### config.mk
export PLATFORM = sky130hd
export DESIGN_NAME = bit_serial_alu
export DESIGN_NICKNAME = d
export VERILOG_FILES = /design/src/rtl/alu_pkg.sv /design/src/rtl/serial_alu_cell.sv /design/src/rtl/bit_serial_alu.sv
export SDC_FILE = /design/constraint.sdc
export NUM_CORES = 1
export LEC_CHECK = 0
export ABC_AREA = 1
export BUFFER_PORTS_ARGS = -buffer_cell sky130_fd_sc_hd__buf_2
export CAP_MARGIN = 20
export CORE_MARGIN = 8
export CORE_UTILIZATION = 35
export DETAILED_ROUTE_END_ITERATION = 8
export MAX_ROUTING_LAYER = met4
export PLACE_DENSITY = 0.66
export SYNTH_ARGS = -nofsm -noshare
export SYNTH_HDL_FRONTEND = slang
export SYNTH_SLANG_ARGS = --single-unit
### constraint.sdc
create_clock -name clk -period 3.8 [get_ports clk]
set_input_delay 0.57 -clock clk [delete_from_list [all_inputs] [get_ports clk]]
set_output_delay 0.57 -clock clk [all_outputs]
set_load 0.01 [all_outputs]
### src/rtl/alu_pkg.sv
// Shared types and sizing for the bit-serial ALU: operation codes, FSM states
// and the datapath width / bit-index width.
package alu_pkg;

    localparam int WIDTH = 16;
    localparam int IDX_W = 4;

    typedef enum logic [1:0] {
        OP_ADD = 2'd0,
        OP_SUB = 2'd1,
        OP_AND = 2'd2,
        OP_XOR = 2'd3
    } alu_op_t;

    typedef enum logic [1:0] {
        IDLE = 2'd0,
        RUN  = 2'd1,
        DONE = 2'd2
    } state_t;

endpackage

### src/rtl/serial_alu_cell.sv
// One-bit ALU slice: decodes the operation and produces the result bit and the
// carry to feed into the next bit position.
module serial_alu_cell
    import alu_pkg::*;
(
    input  logic [1:0] op,
    input  logic       a,
    input  logic       b,
    input  logic       c,
    output logic       s,
    output logic       cnext
);

    logic bx;

    // Subtraction is addition of the inverted operand with the carry preset to 1.
    always_comb begin
        s     = 1'b0;
        cnext = 1'b0;
        bx    = b;
        case (alu_op_t'(op))
            OP_ADD, OP_SUB: begin
                bx    = (alu_op_t'(op) == OP_SUB) ? ~b : b;
                s     = a ^ bx ^ c;
                cnext = (a & bx) | (a & c) | (bx & c);
            end
            OP_AND: s = a & b;
            OP_XOR: s = a ^ b;
            default: begin
                s     = 1'b0;
                cnext = 1'b0;
            end
        endcase
    end

endmodule

### src/rtl/bit_serial_alu.sv
// Bit-serial 16-bit ALU: accepts an operation in IDLE, processes one bit per
// clock in RUN (sel = bit index), then pulses done for one cycle.
module bit_serial_alu
    import alu_pkg::*;
(
    input  logic               clk,
    input  logic               rst,
    input  logic               start,
    input  logic [1:0]         op,
    input  logic [WIDTH-1:0]   a,
    input  logic [WIDTH-1:0]   b,
    input  logic               cin,
    output logic [IDX_W-1:0]   sel,
    output logic               busy,
    output logic               done,
    output logic [WIDTH-1:0]   result,
    output logic               cout
);

    state_t             state;
    alu_op_t            opreg;
    logic [WIDTH-1:0]   areg;
    logic [WIDTH-1:0]   breg;
    logic               carry;
    logic               bit_s;
    logic               bit_c;

    serial_alu_cell u_cell (
        .op    (opreg),
        .a     (areg[sel]),
        .b     (breg[sel]),
        .c     (carry),
        .s     (bit_s),
        .cnext (bit_c)
    );

    // sel doubles as the bit counter; it wraps to 0 on the final bit.
    always_ff @(posedge clk) begin
        if (rst) begin
            state  <= IDLE;
            opreg  <= OP_ADD;
            areg   <= '0;
            breg   <= '0;
            carry  <= 1'b0;
            sel    <= '0;
            busy   <= 1'b0;
            done   <= 1'b0;
            result <= '0;
            cout   <= 1'b0;
        end else begin
            done <= 1'b0;
            case (state)
                IDLE: begin
                    if (start) begin
                        areg   <= a;
                        breg   <= b;
                        opreg  <= alu_op_t'(op);
                        sel    <= '0;
                        result <= '0;
                        cout   <= 1'b0;
                        carry  <= (alu_op_t'(op) == OP_ADD) ? cin :
                                  (alu_op_t'(op) == OP_SUB);
                        busy   <= 1'b1;
                        state  <= RUN;
                    end
                end
                RUN: begin
                    result[sel] <= bit_s;
                    carry       <= bit_c;
                    sel         <= sel + 1'b1;
                    if (sel == IDX_W'(WIDTH - 1)) begin
                        cout  <= bit_c;
                        busy  <= 1'b0;
                        done  <= 1'b1;
                        state <= DONE;
                    end
                end
                DONE: state <= IDLE;
                default: state <= IDLE;
            endcase
        end
    end

endmodule

[Yosys cells after proc, flatten, opt, wreduce, memory -nomap -nowiden]
Index checks and enable logic that the tools add are counted.
Word-level totals
  flip-flop bits (word level): 60
  input port bits: 38
  output and inout port bits: 23
  logic and storage cells: 70
Cells by class
  $add $sub $neg: 1
  magnitude comparators: 2
  equality and inequality tests: 8
  muxes and demuxes: 27
  bitwise logic cells: 11
  reductions and logical operators: 11
Operators by type and width (count)
  $pmux 16 s2: 1
  $bwmux 16: 1
  $mux 16: 1
  $mux 1: 12
  $bmux 1 s4: 2
  $pmux 4 s2: 1
  $eq 2x1->1 const B: 3
  $logic_not 2->1: 3
  $pmux 1 s2: 3
  $reduce_and 2->1: 3
  $lt 4x5->1 const B: 1
  $add 4x1->4 const B: 1
  $and 1x1->1: 4
  $demux 1 s4: 1
  $eq 2x2->1 const B: 2
  $eq 4x4->1 const B: 1
  $ge 4x1->1 const B: 1
  $mux 2: 2
  $mux 4: 1
  $ne 2x2->1 const B: 2
  $pmux 2 s2: 1
  $reduce_or 2->1: 2
  $pmux 1 s3: 1
  $reduce_and 3->1: 1
  5 further kinds: 9

[Logic depth before layout (Yosys ltp)]
  depth after elaboration: 10
  mapped depth: 16
  depth with buffers taken out: 15

[Hierarchy]
A second synthesis with hierarchy kept.
Second synthesis, totals
  cell total of the unflattened synthesis: 417
  area, all modules: 2857.7 um^2
Modules (own cells, without submodules)
  bit_serial_alu: instances 1, cells an instance 401, area an instance 2767.7 um^2, sequential area each 1201.2 um^2
  serial_alu_cell: instances 1, cells an instance 16, area an instance 90.1 um^2, sequential area each 0.0 um^2

[Worst setup path after synthesis]
OpenSTA, ideal clock, no wires.
  path type: register to register
  from: register sel[0]
  to: register result[15]
  library setup time: 0.069 ns
  arrival: 2.162 ns
  required time: 3.731 ns
  path slack: 1.570 ns
  stages on the path, launching flop included: 13
  buffers on the path: 3
  clock period less this slack: 2.230 ns
  path through: dfxtp_1 > buf_4 > buf_6 > o21ai_0 > o22ai_1 > nand2_1 > nand2_1 > nor2_1 > fa_1 > o22ai_2 > buf_4 > nand2_1 > o21ai_1
Between the ends
  longest elaborated chain between the ends: 9
  elaborated cells between the ends (all ways): 18
  classes of those cells: order compare (2); mux (10); bitwise (5); reduce/logical (1)
Ends and longest elaborated chain
  start, declared: line bit_serial_alu.sv:13  | output logic [IDX_W-1:0] sel,
  start signal, assigned: line bit_serial_alu.sv:70  | sel <= sel + 1'b1;
  $bmux 1 s4: line bit_serial_alu.sv:31  | .b (breg[sel]),
  $mux 1 (implied by the code): line bit_serial_alu.sv:31
  $not 1->1: line serial_alu_cell.sv:23  | bx = (alu_op_t'(op) == OP_SUB) ? ~b : b;
  $mux 1: line serial_alu_cell.sv:23
  $xor 1x1->1 (2 in series): line serial_alu_cell.sv:24  | s = a ^ bx ^ c;
  $pmux 1 s3: line serial_alu_cell.sv:21  | case (alu_op_t'(op))
  $bwmux 16 *: line bit_serial_alu.sv:68  | result[sel] <= bit_s;
  $pmux 16 s2 *: line bit_serial_alu.sv:52  | case (state)
  end signal, assigned by index: line bit_serial_alu.sv:68
  end, declared: line bit_serial_alu.sv:16  | output logic [WIDTH-1:0] result,
Every way passes the cells marked *; elsewhere a longest branch is shown, timed or not. The select of a mux whose other input is x is not followed.
A chain may end at the register's enable or synchronous reset.

[Worst setup path after layout]
  from: register sel[1]
  to: register result[15]
The elaborated chain is that of the path after synthesis.

==> impl_metrics.yaml <==
grt:
  grt_first_pass_wirelength_microns: 11800
  grt_max_degree: 40
  antenna_found_initial: 0
  grt_pass1_vias: 2502
  grt_util_all_layers_pct: 13.3
  grt-ovfl-total: 0
timing:
  rsz0062_at_grt: "false"
  period_share_pct: 70.1
  finalSetupViolCount: 0
  clock.fmax_mhz: 375
  hold_viol_final: 0
  setup_tns_ns: 0
  fin_crit_ns: 2.67
  slew-limit-headroom_pct: 37.8
  slew_viol_final: 0
  skew_ns: 0.00596
  tightest_slew_ns: 0.932
route:
  dr.pass1.iters: 4
  routedWlPerCell_microns: 12.8
  drc_errors: 0
  drtAntennaViolNets: 0
  first_iter_violations: 126
  drt_wl_total_microns: 6940
  viasPerCell: 4.72
  vias: 2555
clock_tree:
  cts_setup_buffers: 0
  clock-sinks: 60
  postCtsResizedCells: 0
  h-tree-depth: 3
  clk_path_buf_depth: 2
  cts.hold.buffers_added: 0
  cts_tree: "done"
  clkLatencyLatePin_ns: 0.33
  root_buffer: "clkbuf_8"
  cts_buffers: 9
  path_clk_slew_ns: 0.06
hold_path:
  hp-class: "flip-flop to flip-flop"
  hold_path_startpoint: "breg[7]"
job:
  cap_viol_max_count: 0
pwr:
  switching_share_pct: 28.1
  p_seq_share_pct: 48.7
  clock_power_share_pct: 35.3
  vdd.ir_drop.worst_v: 0.000175
  p_switching_uw: 395
  cellLeakagePower_uw: 0.00146
  p_int_uw: 1010
  pwr-share-comb_pct: 16.1
  power.density_nw_per_um2: 430
synth:
  syn_avg_cell_area_sq_um: 7.29
  ys_warn_count: 0
  yosysSeqAreaShare_pct: 43.1
  syn-instance-count: 382
  synth_cell_types: 29
  syn_nets: 426
  ys_ff_latch: 60
  syn-cell-area_sq_um: 2790
cells_and_area:
  post-route-util_pct: 42.3
  drive_gt1_share_pct: 20.5
  fillCellCount: 832
  antenna_cells: 0
  area_growth_pct: 17.4
  final_nets: 479
die:
  core-area_sq_um: 7730
  std_cell_rows: 32
  die_h_microns: 105
  die_w_microns: 105
  die_area_sq_um: 11100
  ios: 61
  start_util_pct: 36.0
placed_design:
  gp_congestion: 0.820
  port_buffers: 60
  hpwlAfterDp_microns: 5080
worst_setup_path:
  r2r-start: "sel[1]"
  setup.worst_path.start: "sel[1]"
  cp_max_fo: 16
  end_kind: "flip-flop"
  critical_path_required_ns: 4.06
  critical_path_class: "flip-flop to flip-flop"
  worst_ep_arrival_time_ns: 2.93
  startpoint_type: "flip-flop"
run_status:
  status: "finished clean"
## metal layers
metal,up-vias,wire length (microns),track usage (%)
li1,1337,-,-
met4,0,134,7.03
met1,1142,3410,16.7
met5,-,0,-
met2,65,3200,20.0
met3,11,193,2.27
## layout make-up
type                       count  area [sq um]  area share, %
timing repair buffer          62           315           9.64
sequential                    60          1200           36.7
inverter                      35           134           4.09
multi-input combinational    267          1320           40.5
clock inverter                 2          10.0          0.306
clock buffer                  13           159           4.86
tap                          102           128           3.90
## cell families after synthesis
| kind of cell | count (synthesis) | share of synthesized area, % |
|---|---|---|
| compound gates | 112 | 22.3 |
| fa+ha+maj | 6 | 2.96 |
| buf+inv | 55 | 9.34 |
| flops | 60 | 43.1 |
| simple gates | 149 | 22.3 |
## critical path, cell delays in order, from the launching register on
cell and delay, ns:
dfxtp_1 0.56, inv_2 0.19, nor2_1 0.15, nand2_1 0.06, nand2_1 0.06, nand2_1 0.05
nand2_1 0.09, nor2_1 0.05, nand2_1 0.05, nand2_1 0.06, fa_1 0.45, o22ai_2 0.60
nand2_1 0.09, o21ai_1 0.11
## state kept, by name, indices dropped and copies added (netlist names)
name    cells
areg       16
opreg       2
done        1
busy        1
cout        1
breg       16
carry       1
state       2
sel         4
result     16
## synthesized netlist by cell type (all sizes together)
master	count	area, sq um
fa	1	20.0
nand4	1	6.26
a211oi	1	7.51
nor2	63	274
o21a	15	113
buf	15	108
nand2	76	290
nor3	1	5.00
ha	5	62.6
dfxtp	60	1200
o22ai	5	37.5
o21ai	49	245
o211ai	1	7.51
a21oi	40	204
clkbuf	5	18.8
inv	35	134
a31oi	1	6.26
nand3	8	45.0
## per-stage QoR
stage	worst slack, ns	hold slack [ns]	instances	total power (uW)	instance area [sq um]
2_1_floorplan	1.57	0.429	382	872	2790
3_3_place_gp	1.25	0.452	526	919	3100
3_5_place_dp	1.12	0.446	526	925	3100
4_1_cts	1.11	0.454	541	1420	3270
5_1_grt	0.780	0.475	541	1490	3270
6_report	1.13	0.454	541	1410	3270
## cells in the final DEF, fill, tap and decap left out
cell type / n
dfxtp_1: 60
inv_2: 4
ha_1: 5
inv_4: 1
clkbuf_8: 11
nand3_1: 7
nand2_1: 74
buf_4: 2
clkbuf_1: 2
nand3_2: 1
nor2_1: 58
fa_1: 1
a21oi_1: 39
o21ai_1: 3
buf_2: 60
inv_1: 30
a31oi_1: 1
o22ai_2: 1
nand4_1: 1
clkinv_2: 2
nor2_4: 5
a211oi_1: 1
nor3_1: 1
nand2_2: 2
o21ai_0: 46
o22ai_1: 4
o211ai_1: 1
o21a_1: 15
a21oi_2: 1
## worst paths after layout
path                      to  slack, ns  depth (start not counted)
hold reg to reg      breg[7]       0.45                          2
setup reg to reg  result[15]       1.13                         13
hold / removal       breg[7]       0.45                          2
setup / recovery  result[15]       1.13                         13
## power groups by stage
stage | Sequential (uW) | Combinational, uW | Clock, uW
global placement | 697 | 222 | 0
global route | 687 | 262 | 542
finish | 684 | 226 | 496
floorplan | 695 | 176 | 0
detailed placement | 698 | 227 | 0
CTS | 684 | 228 | 505
(Power assumes the default switching activity.)
